File: config.mk
export PLATFORM = sky130hd
export DESIGN_NAME = vga_timing_monitor_flat
export DESIGN_NICKNAME = d
export VERILOG_FILES = /design/src/rtl/vga_pkg.sv /design/src/rtl/vga_timing_monitor_if.sv /design/src/rtl/sync_meter.sv /design/src/rtl/vga_timing_monitor.sv /design/src/flat_wrapper.sv
export SDC_FILE = /design/constraint.sdc
export NUM_CORES = 1
export LEC_CHECK = 0
export ABC_AREA = 0
export CORE_MARGIN = 4
export CORE_UTILIZATION = 40
export DETAILED_ROUTE_END_ITERATION = 8
export PLACE_DENSITY_LB_ADDON = 0.3
export SYNTH_ARGS = -nofsm -noshare
export SYNTH_HDL_FRONTEND = slang
export SYNTH_SLANG_ARGS = --single-unit
File: constraint.sdc
create_clock -name clk -period 2.8 [get_ports clk]
set_clock_uncertainty 0.05 [all_clocks]
set_input_delay 0.42 -clock clk [delete_from_list [all_inputs] [get_ports clk]]
set_output_delay 0.42 -clock clk [all_outputs]
set_load 0.02 [all_outputs]
File: src/rtl/vga_pkg.sv
// Display timing constants and shared types for the VGA timing monitor.
// Optional checksum logic elsewhere is enabled by VGA_MON_CHECKSUM_EN.
package vga_pkg;

  localparam int HOR_TOTAL_TIME = 1344;
  localparam int HOR_SYNC_TIME  = 136;
  localparam int VER_TOTAL_TIME = 806;
  localparam int VER_SYNC_TIME  = 6;

  localparam int ERR_HT = 0;
  localparam int ERR_HS = 1;
  localparam int ERR_VT = 2;
  localparam int ERR_VS = 3;

  localparam int RGB_W  = 12;
  localparam int CSUM_W = 24;

  typedef enum logic [1:0] {
    IDLE,
    ACQUIRE,
    LOCKED
  } mon_state_t;

  // A saturated counter can never be trusted as a real measurement.
  function automatic logic mism(
    input logic [31:0] val,
    input logic [31:0] exp_v,
    input logic [31:0] maxv
  );
    return (val != exp_v) || (val == maxv);
  endfunction

endpackage

File: src/rtl/vga_timing_monitor_if.sv
// Video tap bundle: sync and colour exactly as they leave the pipeline.
// The pipeline side drives it, the monitor only listens.
interface vga_timing_monitor_if;

  logic       vs;
  logic       hs;
  logic [3:0] r;
  logic [3:0] g;
  logic [3:0] b;

  modport master (
    output vs, hs, r, g, b
  );

  modport slave (
    input vs, hs, r, g, b
  );

endinterface

File: src/rtl/sync_meter.sv
// Edge detect, period and active-width counters for one sync signal,
// counted in units of a tick enable; both counters saturate.
module sync_meter #(
  parameter logic ACTIVE = 1'b0,
  parameter int   CW     = 11
) (
  input  logic          clk,
  input  logic          rst,
  input  logic          s_i,
  input  logic          tick_i,
  output logic          lead_o,
  output logic [CW-1:0] per_o,
  output logic [CW-1:0] wid_o,
  output logic          per_sat_o,
  output logic          wid_sat_o
);

  localparam logic [CW-1:0] MAXV = '1;
  localparam logic [CW-1:0] ONE  = 1;

  logic          prev_q;
  logic          act;
  logic [CW-1:0] per_cnt_q;
  logic [CW-1:0] per_cnt_d;
  logic [CW-1:0] wid_cnt_q;
  logic [CW-1:0] wid_cnt_d;
  logic [CW-1:0] per_q;
  logic [CW-1:0] wid_q;
  logic [CW-1:0] seed;

  assign act       = (s_i == ACTIVE);
  assign lead_o    = act && (prev_q != ACTIVE);
  assign per_sat_o = (per_cnt_q == MAXV);
  assign wid_sat_o = (wid_cnt_q == MAXV);
  assign seed      = tick_i ? ONE : '0;

  // Expose the value being captured this cycle so it is usable at the edge.
  assign per_o = lead_o ? per_cnt_q : per_q;
  assign wid_o = lead_o ? wid_cnt_q : wid_q;

  always_comb begin
    per_cnt_d = per_cnt_q;
    wid_cnt_d = wid_cnt_q;
    if (lead_o) begin
      per_cnt_d = seed;
      wid_cnt_d = seed;
    end else if (tick_i) begin
      if (!per_sat_o)
        per_cnt_d = per_cnt_q + ONE;
      if (act && !wid_sat_o)
        wid_cnt_d = wid_cnt_q + ONE;
    end
  end

  always_ff @(posedge clk) begin
    if (rst) begin
      prev_q    <= ~ACTIVE;
      per_cnt_q <= '0;
      wid_cnt_q <= '0;
      per_q     <= '0;
      wid_q     <= '0;
    end else begin
      prev_q    <= s_i;
      per_cnt_q <= per_cnt_d;
      wid_cnt_q <= wid_cnt_d;
      if (lead_o) begin
        per_q <= per_cnt_q;
        wid_q <= wid_cnt_q;
      end
    end
  end

endmodule

File: src/rtl/vga_timing_monitor.sv
// Line/frame timing monitor with lock status and sticky error flags.
// Define VGA_MON_CHECKSUM_EN to add the per-frame pixel checksum.
module vga_timing_monitor
  import vga_pkg::*;
#(
  parameter logic HS_ACTIVE   = 1'b0,
  parameter logic VS_ACTIVE   = 1'b0,
  parameter int   CW          = 11,
  parameter int   EXP_H_TOTAL = HOR_TOTAL_TIME,
  parameter int   EXP_H_SYNC  = HOR_SYNC_TIME,
  parameter int   EXP_V_TOTAL = VER_TOTAL_TIME,
  parameter int   EXP_V_SYNC  = VER_SYNC_TIME
) (
  input  logic                 clk,
  input  logic                 rst,
  vga_timing_monitor_if.slave  vid,
  input  logic                 err_clr,
  output logic                 locked,
  output logic                 frame_done,
  output logic [CW-1:0]        h_total,
  output logic [CW-1:0]        h_sync,
  output logic [CW-1:0]        v_total,
  output logic [CW-1:0]        v_sync,
  output logic [3:0]           err_flags,
  output logic [15:0]          frame_cnt,
  output logic [CSUM_W-1:0]    checksum
);

  localparam logic [CW-1:0] MAXV = '1;
  localparam logic [31:0]   MAX32 = 32'(MAXV);

  logic          vs_q;
  logic          hs_q;

  logic          h_lead;
  logic [CW-1:0] h_per;
  logic [CW-1:0] h_wid;
  logic          h_psat;
  logic          h_wsat;
  logic          v_lead;
  logic [CW-1:0] v_per;
  logic [CW-1:0] v_wid;
  logic          v_psat;
  logic          v_wsat;

  mon_state_t    state_q;
  logic [3:0]    pend_q;
  logic [3:0]    pend_d;
  logic [3:0]    res_d;
  logic [3:0]    line_mm;
  logic [3:0]    frame_mm;
  logic [3:0]    sat_mm;
  logic [3:0]    err_q;
  logic [3:0]    err_d;
  logic          frame_end;

  logic          locked_q;
  logic          done_q;
  logic [CW-1:0] h_total_q;
  logic [CW-1:0] h_sync_q;
  logic [CW-1:0] v_total_q;
  logic [CW-1:0] v_sync_q;
  logic [15:0]   frame_cnt_q;

  always_ff @(posedge clk) begin
    if (rst) begin
      vs_q <= ~VS_ACTIVE;
      hs_q <= ~HS_ACTIVE;
    end else begin
      vs_q <= vid.vs;
      hs_q <= vid.hs;
    end
  end

  sync_meter #(
    .ACTIVE (HS_ACTIVE),
    .CW     (CW)
  ) u_hs (
    .clk       (clk),
    .rst       (rst),
    .s_i       (hs_q),
    .tick_i    (1'b1),
    .lead_o    (h_lead),
    .per_o     (h_per),
    .wid_o     (h_wid),
    .per_sat_o (h_psat),
    .wid_sat_o (h_wsat)
  );

  // Vertical counts are in lines: one tick per hs leading edge.
  sync_meter #(
    .ACTIVE (VS_ACTIVE),
    .CW     (CW)
  ) u_vs (
    .clk       (clk),
    .rst       (rst),
    .s_i       (vs_q),
    .tick_i    (h_lead),
    .lead_o    (v_lead),
    .per_o     (v_per),
    .wid_o     (v_wid),
    .per_sat_o (v_psat),
    .wid_sat_o (v_wsat)
  );

  always_comb begin
    line_mm = '0;
    if (h_lead) begin
      line_mm[ERR_HT] = mism(32'(h_per), 32'(EXP_H_TOTAL), MAX32);
      line_mm[ERR_HS] = mism(32'(h_wid), 32'(EXP_H_SYNC), MAX32);
    end
    frame_mm         = '0;
    frame_mm[ERR_VT] = mism(32'(v_per), 32'(EXP_V_TOTAL), MAX32);
    frame_mm[ERR_VS] = mism(32'(v_wid), 32'(EXP_V_SYNC), MAX32);
    sat_mm    = {v_wsat, v_psat, h_wsat, h_psat};
    pend_d    = pend_q | line_mm | sat_mm;
    res_d     = pend_d | frame_mm;
    frame_end = v_lead && (state_q != IDLE);
    err_d     = err_clr ? 4'h0 : err_q;
    if (frame_end)
      err_d = err_d | res_d;
  end

  always_ff @(posedge clk) begin
    if (rst) begin
      state_q     <= IDLE;
      pend_q      <= '0;
      err_q       <= '0;
      locked_q    <= 1'b0;
      done_q      <= 1'b0;
      h_total_q   <= '0;
      h_sync_q    <= '0;
      v_total_q   <= '0;
      v_sync_q    <= '0;
      frame_cnt_q <= '0;
    end else begin
      done_q <= 1'b0;
      err_q  <= err_d;
      unique case (state_q)
        IDLE: begin
          pend_q <= '0;
          if (v_lead)
            state_q <= ACQUIRE;
        end
        ACQUIRE, LOCKED: begin
          if (v_lead) begin
            done_q      <= 1'b1;
            h_total_q   <= h_per;
            h_sync_q    <= h_wid;
            v_total_q   <= v_per;
            v_sync_q    <= v_wid;
            pend_q      <= '0;
            frame_cnt_q <= frame_cnt_q + 16'd1;
            locked_q    <= (res_d == 4'h0);
            state_q     <= (res_d == 4'h0) ? LOCKED : ACQUIRE;
          end else begin
            pend_q <= pend_d;
          end
        end
        default: state_q <= IDLE;
      endcase
    end
  end

`ifdef VGA_MON_CHECKSUM_EN
  logic [RGB_W-1:0]  rgb_q;
  logic [CSUM_W-1:0] acc_q;
  logic [CSUM_W-1:0] acc_d;
  logic [CSUM_W-1:0] pix;
  logic [CSUM_W-1:0] csum_q;

  assign pix   = {{(CSUM_W-RGB_W){1'b0}}, rgb_q};
  assign acc_d = v_lead ? pix : acc_q + pix;

  always_ff @(posedge clk) begin
    if (rst) begin
      rgb_q  <= '0;
      acc_q  <= '0;
      csum_q <= '0;
    end else begin
      rgb_q <= {vid.r, vid.g, vid.b};
      acc_q <= acc_d;
      if (frame_end)
        csum_q <= acc_q;
    end
  end

  assign checksum = csum_q;
`else
  logic unused_rgb;

  assign unused_rgb = ^{vid.r, vid.g, vid.b};
  assign checksum   = '0;
`endif

  assign locked     = locked_q;
  assign frame_done = done_q;
  assign h_total    = h_total_q;
  assign h_sync     = h_sync_q;
  assign v_total    = v_total_q;
  assign v_sync     = v_sync_q;
  assign err_flags  = err_q;
  assign frame_cnt  = frame_cnt_q;

endmodule

File: src/flat_wrapper.sv
// flat-port wrapper written by rule: the top's interface ports become plain ports
module vga_timing_monitor_flat import vga_pkg::*;
#(
  parameter logic HS_ACTIVE   = 1'b0,
  parameter logic VS_ACTIVE   = 1'b0,
  parameter int   CW          = 11,
  parameter int   EXP_H_TOTAL = HOR_TOTAL_TIME,
  parameter int   EXP_H_SYNC  = HOR_SYNC_TIME,
  parameter int   EXP_V_TOTAL = VER_TOTAL_TIME,
  parameter int   EXP_V_SYNC  = VER_SYNC_TIME
)
  (clk, rst, err_clr, locked, frame_done, h_total, h_sync, v_total, v_sync, err_flags, frame_cnt, checksum, vid_vs, vid_hs, vid_r, vid_g, vid_b);
  vga_timing_monitor_if vid_i ();
  input  logic clk;
  input  logic rst;
  input  logic err_clr;
  output logic locked;
  output logic frame_done;
  output logic [CW-1:0] h_total;
  output logic [CW-1:0] h_sync;
  output logic [CW-1:0] v_total;
  output logic [CW-1:0] v_sync;
  output logic [3:0] err_flags;
  output logic [15:0] frame_cnt;
  output logic [CSUM_W-1:0] checksum;
  input wire logic [$bits(vid_i.vs)-1:0] vid_vs;
  input wire logic [$bits(vid_i.hs)-1:0] vid_hs;
  input wire logic [$bits(vid_i.r)-1:0] vid_r;
  input wire logic [$bits(vid_i.g)-1:0] vid_g;
  input wire logic [$bits(vid_i.b)-1:0] vid_b;
  assign vid_i.vs = vid_vs;
  assign vid_i.hs = vid_hs;
  assign vid_i.r = vid_r;
  assign vid_i.g = vid_g;
  assign vid_i.b = vid_b;
  vga_timing_monitor #(.HS_ACTIVE(HS_ACTIVE), .VS_ACTIVE(VS_ACTIVE), .CW(CW), .EXP_H_TOTAL(EXP_H_TOTAL), .EXP_H_SYNC(EXP_H_SYNC), .EXP_V_TOTAL(EXP_V_TOTAL), .EXP_V_SYNC(EXP_V_SYNC)) u_core (.clk(clk), .rst(rst), .vid(vid_i), .err_clr(err_clr), .locked(locked), .frame_done(frame_done), .h_total(h_total), .h_sync(h_sync), .v_total(v_total), .v_sync(v_sync), .err_flags(err_flags), .frame_cnt(frame_cnt), .checksum(checksum));
endmodule
**Word-level counts from Yosys, hierarchy flattened**

Index checks and enable logic that the tools add are counted.

- Output and inout bits: 90
- Bits of input ports: 17
- Flip-flop bits (word level): 164
- Logic and storage cells: 104

- Bitwise operators: 7
- Equality and inequality tests: 18
- Add/sub/neg operators: 5
- Reduce and logical (&&, ||, !) cells: 25
- Muxes and demuxes: 25

Operator list:

| operator | count |
|---|---|
| $mux W11 | 10 |
| $eq A11 B11 Y1 const B | 8 |
| $add A11 B1 Y11 const B | 4 |
| $add A16 B1 Y16 const B | 1 |
| $mux W4 | 3 |
| $or A4 B4 Y4 | 3 |
| $ne A11 B10 Y1 const B | 1 |
| $ne A11 B11 Y1 const B | 1 |
| $ne A11 B3 Y1 const B | 1 |
| $ne A11 B8 Y1 const B | 1 |
| $reduce_bool A2 Y1 | 5 |
| $mux W2 | 4 |
| $pmux W4 S2 | 1 |
| $reduce_and A2 Y1 | 4 |
| $mux W1 | 6 |
| $ne A2 B1 Y1 const B | 3 |
| $reduce_or A2 Y1 | 3 |
| $logic_and A1 B1 Y1 | 5 |
| $logic_not A4 Y1 | 1 |
| $logic_or A1 B1 Y1 | 4 |
| $or A4 B2 Y4 | 1 |
| $pmux W2 S2 | 1 |
| $not A1 Y1 | 3 |
| $eq A2 B1 Y1 const B | 1 |
| other kinds (4) | 5 |

**Longest topological paths before layout**

- Depth in word-level cells: 13
- Depth in mapped cells: 9
- Mapped depth without buffers: 7

**Hierarchy**

From an unflattened synthesis, not the netlist that was laid out.

- Cells, all modules: 917
- Area, all modules: 7,388.3 µm²

By module, submodules not included:

| module | sequential area each (µm²) | times used | cells an instance | area an instance (µm²) |
|---|---|---|---|---|
| sync_meter | 900.9 | 2 | 264 | 2,124.5 |
| vga_timing_monitor | 1,481.4 | 1 | 389 | 3,139.3 |

**Least setup slack after synthesis**

OpenSTA, ideal clock, no wires.

- Path type: register to register
- Start point: reg u_core.state_q[0]
- End point: reg u_core.frame_cnt_q[13], in the netlist u_core.frame_cnt[13]
- Clock period less this slack: 1.986 ns
- Arrival time: 1.808 ns
- Slack: 0.814 ns
- Setup time: 0.128 ns
- Required time: 2.622 ns
- Cell stages (with the launch flop): 10
- Path buffers: 2
- Cells stage by stage: dfxtp_1 -> inv_1 -> ha_1 -> and3b_1 -> clkbuf_1 -> and4_1 -> clkbuf_1 -> nand4_1 -> xor2_1 -> nor2_1

- Longest elaborated chain between the ends: 3
- Elaborated cells between the ends (all ways): 4
- Classes of those cells: 2 x eq/ne; 2 x reduce/logical

Ends and longest elaborated chain:

| element | RTL line | RTL |
|---|---|---|
| start: declaration | vga_timing_monitor.sv:46 | `mon_state_t state_q;` |
| start signal: assignment | vga_timing_monitor.sv:155 | `state_q <= (res_d == 4'h0) ? LOCKED : ACQUIRE;` |
| $eq A2 B1 Y1 or $eq A2 B2 Y1 (tied branches) | vga_timing_monitor.sv:139 | `unique case (state_q)` |
| $reduce_or A2 Y1 (*) | vga_timing_monitor.sv:139 |  |
| $reduce_and A2 Y1 (no line) (*) | -- |  |
| end signal: assignment | vga_timing_monitor.sv:153 | `frame_cnt_q <= frame_cnt_q + 16'd1;` |
| end: declaration | vga_timing_monitor.sv:63 | `logic [15:0] frame_cnt_q;` |

Every way passes the cells marked *; elsewhere a longest branch is shown, timed or not.
A chain may end at the register's enable or synchronous reset.

**Worst setup path after layout**

- Start point: reg u_core.u_vs.prev_q
- End point: reg u_core.locked_q, in the netlist u_core.locked

- Longest elaborated chain between the ends: 6
- Elaborated cells between the ends (all ways): 12
- Classes of those cells: 4 x eq/ne; 2 x mux; 1 x bitwise; 5 x reduce/logical

Ends and longest elaborated chain:

| element | RTL line | RTL |
|---|---|---|
| start: declaration | sync_meter.sv:21 | `logic prev_q;` |
| start signal: assignment | sync_meter.sv:57 | `prev_q <= ~ACTIVE;` |
| start signal: assignment | sync_meter.sv:63 | `prev_q <= s_i;` |
| $logic_and A1 B1 Y1 (*) | sync_meter.sv:32 | `assign lead_o = act && (prev_q != ACTIVE);` |
| $mux W11 | -- |  |
| $ne A11 B10 Y1, or another cell as far along | vga_pkg.sv:30 | `return (val != exp_v) \|\| (val == maxv);` |
| $logic_or A1 B1 Y1 | vga_pkg.sv:30 |  |
| $or A4 B4 Y4 | vga_timing_monitor.sv:117 | `res_d = pend_d \| frame_mm;` |
| $logic_not A4 Y1 | vga_timing_monitor.sv:154 | `locked_q <= (res_d == 4'h0);` |
| end signal: assignment | vga_timing_monitor.sv:154 |  |
| end: declaration | vga_timing_monitor.sv:57 | `logic locked_q;` |

Marks and branches as above.

==> flow_summary.toml <==
[worst_setup_path]
worstSetupPathType = "register to register"
ff2ff_setup_slack_ns = 0.62
crit_required_ns = 3.10
critPathLaunchType = "register"
arrival_ns = 2.48
ff2ff_path_depth = 5
crit_path_max_fanout = 5
cp-end-kind = "register"

[logic_synthesis]
synth-edff-count = 0
synth_top_area_cell = "dfxtp_1"
ys_warn_count = 0
ys_ff_latch = 164
synthTopCellsByArea = "dfxtp_1 49%, nand2_1 6.5%, nor2_1 6.1%"
synth_cells = 787
synth-async-reset-ratio_pct = 0
ys_seq_area_share_pct = 48.7
synth_top_area_share_pct = 48.7
synth_flop_cell = "dfxtp_1"
synthDistinctLibCells = 50
syn_area_per_cell_um2 = 8.57
synth_area_um2 = 6750

[sta]
tns_ns = 0
slew_viol_final = 0
fmax_ghz = 0.458
finalCriticalPeriod_ns = 2.18
setup_viol = 0
min_period_over_period_pct = 77.9
relSlewSlack_pct = 41.5
hold_viol = 0
rsz0062_at_grt = "no"
layout_setup_ws_ns = 0.619
worstMarginPinSlew_ns = 0.877

[pwr]
pwr-share-comb_pct = 4.5
netSwitchingPower_w = 0.00115
pwr-share-clk_pct = 48.8
power_w = 0.00511
p_int_w = 0.00396
vdd_drop_max_mv = 0.454
p_sw_share_pct = 22.5
p_per_area_nw_per_um2 = 624
p_leak_nw = 2.90
p_seq_share_pct = 46.7

[cells_and_area]
nets = 864
stdcell_count = 1073
post-route-util_pct = 49.6
drive_gt1_share_pct = 7.03
area_growth_pct = 21.4
n_antenna_cell = 0
fillerInstances = 1558

[global_route]
grt_remaining_overflow = 0
grt_start_max_net_pins = 56
grt_pass1_wl_mm = 24.5
antenna_found_initial = 0
grt.total_usage_pct = 15.9
grt_pass1_vias = 4904

[die]
die_width_um = 138
core_um2 = 16500
start_util_pct = 40.8
die_y_um = 138
rows = 47
fp.dieArea_um2 = 19000
ios = 107

[clock_network]
clock_latency_ns = 0.42
cts-buffers-inserted = 17
cts_num_sinks = 164
clk_pin_slew_worst_paths_ns = 0.06
clk_path_buf_depth = 2
htreeDepth = 4
post_cts_buffers = 0
postCtsHoldBufs = 0
cts_tree = "yes"
root_buffer = "clkbuf_16"
cts_resized = 0

[min_path]
hp-class = "register to register"
hold_depth = 2

[detailed_routing]
drt_wl_total_mm = 14.7
post-route-drc-count = 0
wl_per_cell_um = 13.7
ant_nets = 0
vias = 5392
firstDrtPassIters = 4
drtIter0Drc = 346
vias_per_cell = 5.03

[placed_design]
portBuffers = 70
place_inst = 1041
dpl_worst_slack_ns = 0.657
gp_congestion = 0.853
dp_hpwl_mm = 9.85

[run_status]
status = "complete, no violations"

[job]
maxCapViolations = 0
-- synthesized netlist by cell type, drive strengths merged (3+ instances only) --
cell,n
nor4bb,6
a31oi,4
xnor2,19
nor2,109
or2,5
nor4,12
a21oi,70
nor2b,6
or3,5
ha,7
and3,10
o21ai,8
mux2i,22
nand2b,4
nand4,21
inv,10
dfxtp,164
or4b,3
nor3,13
xor2,26
buf,30
clkbuf,45
nand3,15
nand2,117
a211oi,26
and4,6
-- final timing paths --
check,start,endpoint
worst max-delay path,u_core.u_vs.prev_q,u_core.locked
worst min-delay path,u_core.u_vs.wid_q[1],u_core.u_vs.wid_q[1]
worst max register to register,u_core.u_vs.prev_q,u_core.locked
worst min register to register,u_core.u_vs.wid_q[1],u_core.u_vs.wid_q[1]
-- critical path, cell delays in order, from the launching register on --
cell and delay [ns]:
dfxtp_1 0.39, nor2b_1 0.47, nand2_1 0.14, or4b_1 0.51, or4_1 0.41, a21oi_1 0.14
-- area by class of cell --
cell class              count  area (um2)  share of cell area [%]
flip-flops and latches    164        3280                    40.1
multi-input cells         561        3130                    38.3
repair buffers             86         818                    9.99
clock buffers              18         439                    5.36
well taps                 220         275                    3.36
clock inverters            14         201                    2.46
inverters                  10        37.5                   0.458
-- logic make-up (layout without fill, tap and decap cells) --
group | after synthesis | count (layout) | share of synthesized area, %
compound gates | 122 | 122 | 10.9
xor+xnor | 45 | 45 | 5.84
fa+ha+maj | 7 | 7 | 1.30
buf+inv | 85 | 128 | 6.16
flops | 164 | 164 | 48.7
mux | 22 | 22 | 3.26
other cells | 1 | 24 | 0.0556
simple gates | 341 | 341 | 23.8
-- per-layer routing --
layer  GRT usage [%]  vias to the layer above  part of all wire, %  wire [um]
li1                -                     2756                    -          -
met1            21.8                     2503                   50       7260
met2            24.8                      116                   44       6480
met3            4.17                       17                  5.1        750
met5               0                        -                    0          0
met4            4.77                        0                  1.1        165
-- state kept, by name, summed over array words and instances (netlist names), 2 cells and up --
register / count
u_core.u_hs.wid_cnt_q: 11
u_core.u_hs.per_cnt_q: 11
u_core.err_flags: 4
u_core.frame_cnt: 16
u_core.pend_q: 4
u_core.h_sync: 11
u_core.u_vs.wid_cnt_q: 11
u_core.u_hs.per_q: 11
u_core.u_hs.wid_q: 11
u_core.state_q: 2
u_core.h_total: 11
u_core.u_vs.per_cnt_q: 11
u_core.u_vs.wid_q: 11
u_core.u_vs.per_q: 11
u_core.v_total: 11
u_core.v_sync: 11
-- power by group through the flow --
stage / Combinational, W / Sequential (W) / Clock [W]
after floorplan: 0.000186 / 0.00244 / 0
after global placement: 0.000232 / 0.00244 / 0
after detailed placement: 0.000232 / 0.00244 / 0
after CTS: 0.000234 / 0.00238 / 0.00255
after global routing: 0.000257 / 0.00239 / 0.00265
final: 0.000231 / 0.00238 / 0.00249
-- cell usage in the layout, fill, tap and decap left out, types with 3 or more instances in the layout --
cell type / netlist / routed
nand3_1: 15 / 15
inv_1: 10 / 10
conb_1: 1 / 24
nand2b_1: 4 / 4
a31oi_1: 4 / 4
buf_4: 24 / 17
mux2i_1: 22 / 22
o21ai_0: 7 / 7
or4b_1: 3 / 3
nor4_1: 11 / 11
a21oi_1: 70 / 70
nor3_1: 13 / 13
xor2_1: 26 / 26
xnor2_1: 19 / 19
or2_2: 5 / 5
a211oi_1: 26 / 26
and4_1: 5 / 5
clkinv_4: 0 / 5
nor2b_1: 6 / 6
or3_1: 5 / 5
bufinv_16: 0 / 4
nor2_1: 109 / 109
clkbuf_16: 0 / 17
clkdlybuf4s50_1: 0 / 69
nand2_1: 117 / 117
nor4bb_1: 6 / 6
dfxtp_1: 164 / 164
ha_1: 7 / 7
and3_1: 10 / 10
nand4_1: 21 / 21
-- stage by stage --
stage	instance area, um2	hold slack, ns
after global placement	7550	0.389
final	8190	0.399
after detailed placement	7550	0.394
after CTS	8190	0.403
after global routing	8190	0.421
after floorplan	6830	0.381
No activity file was read; power rests on OpenSTA's default activity.
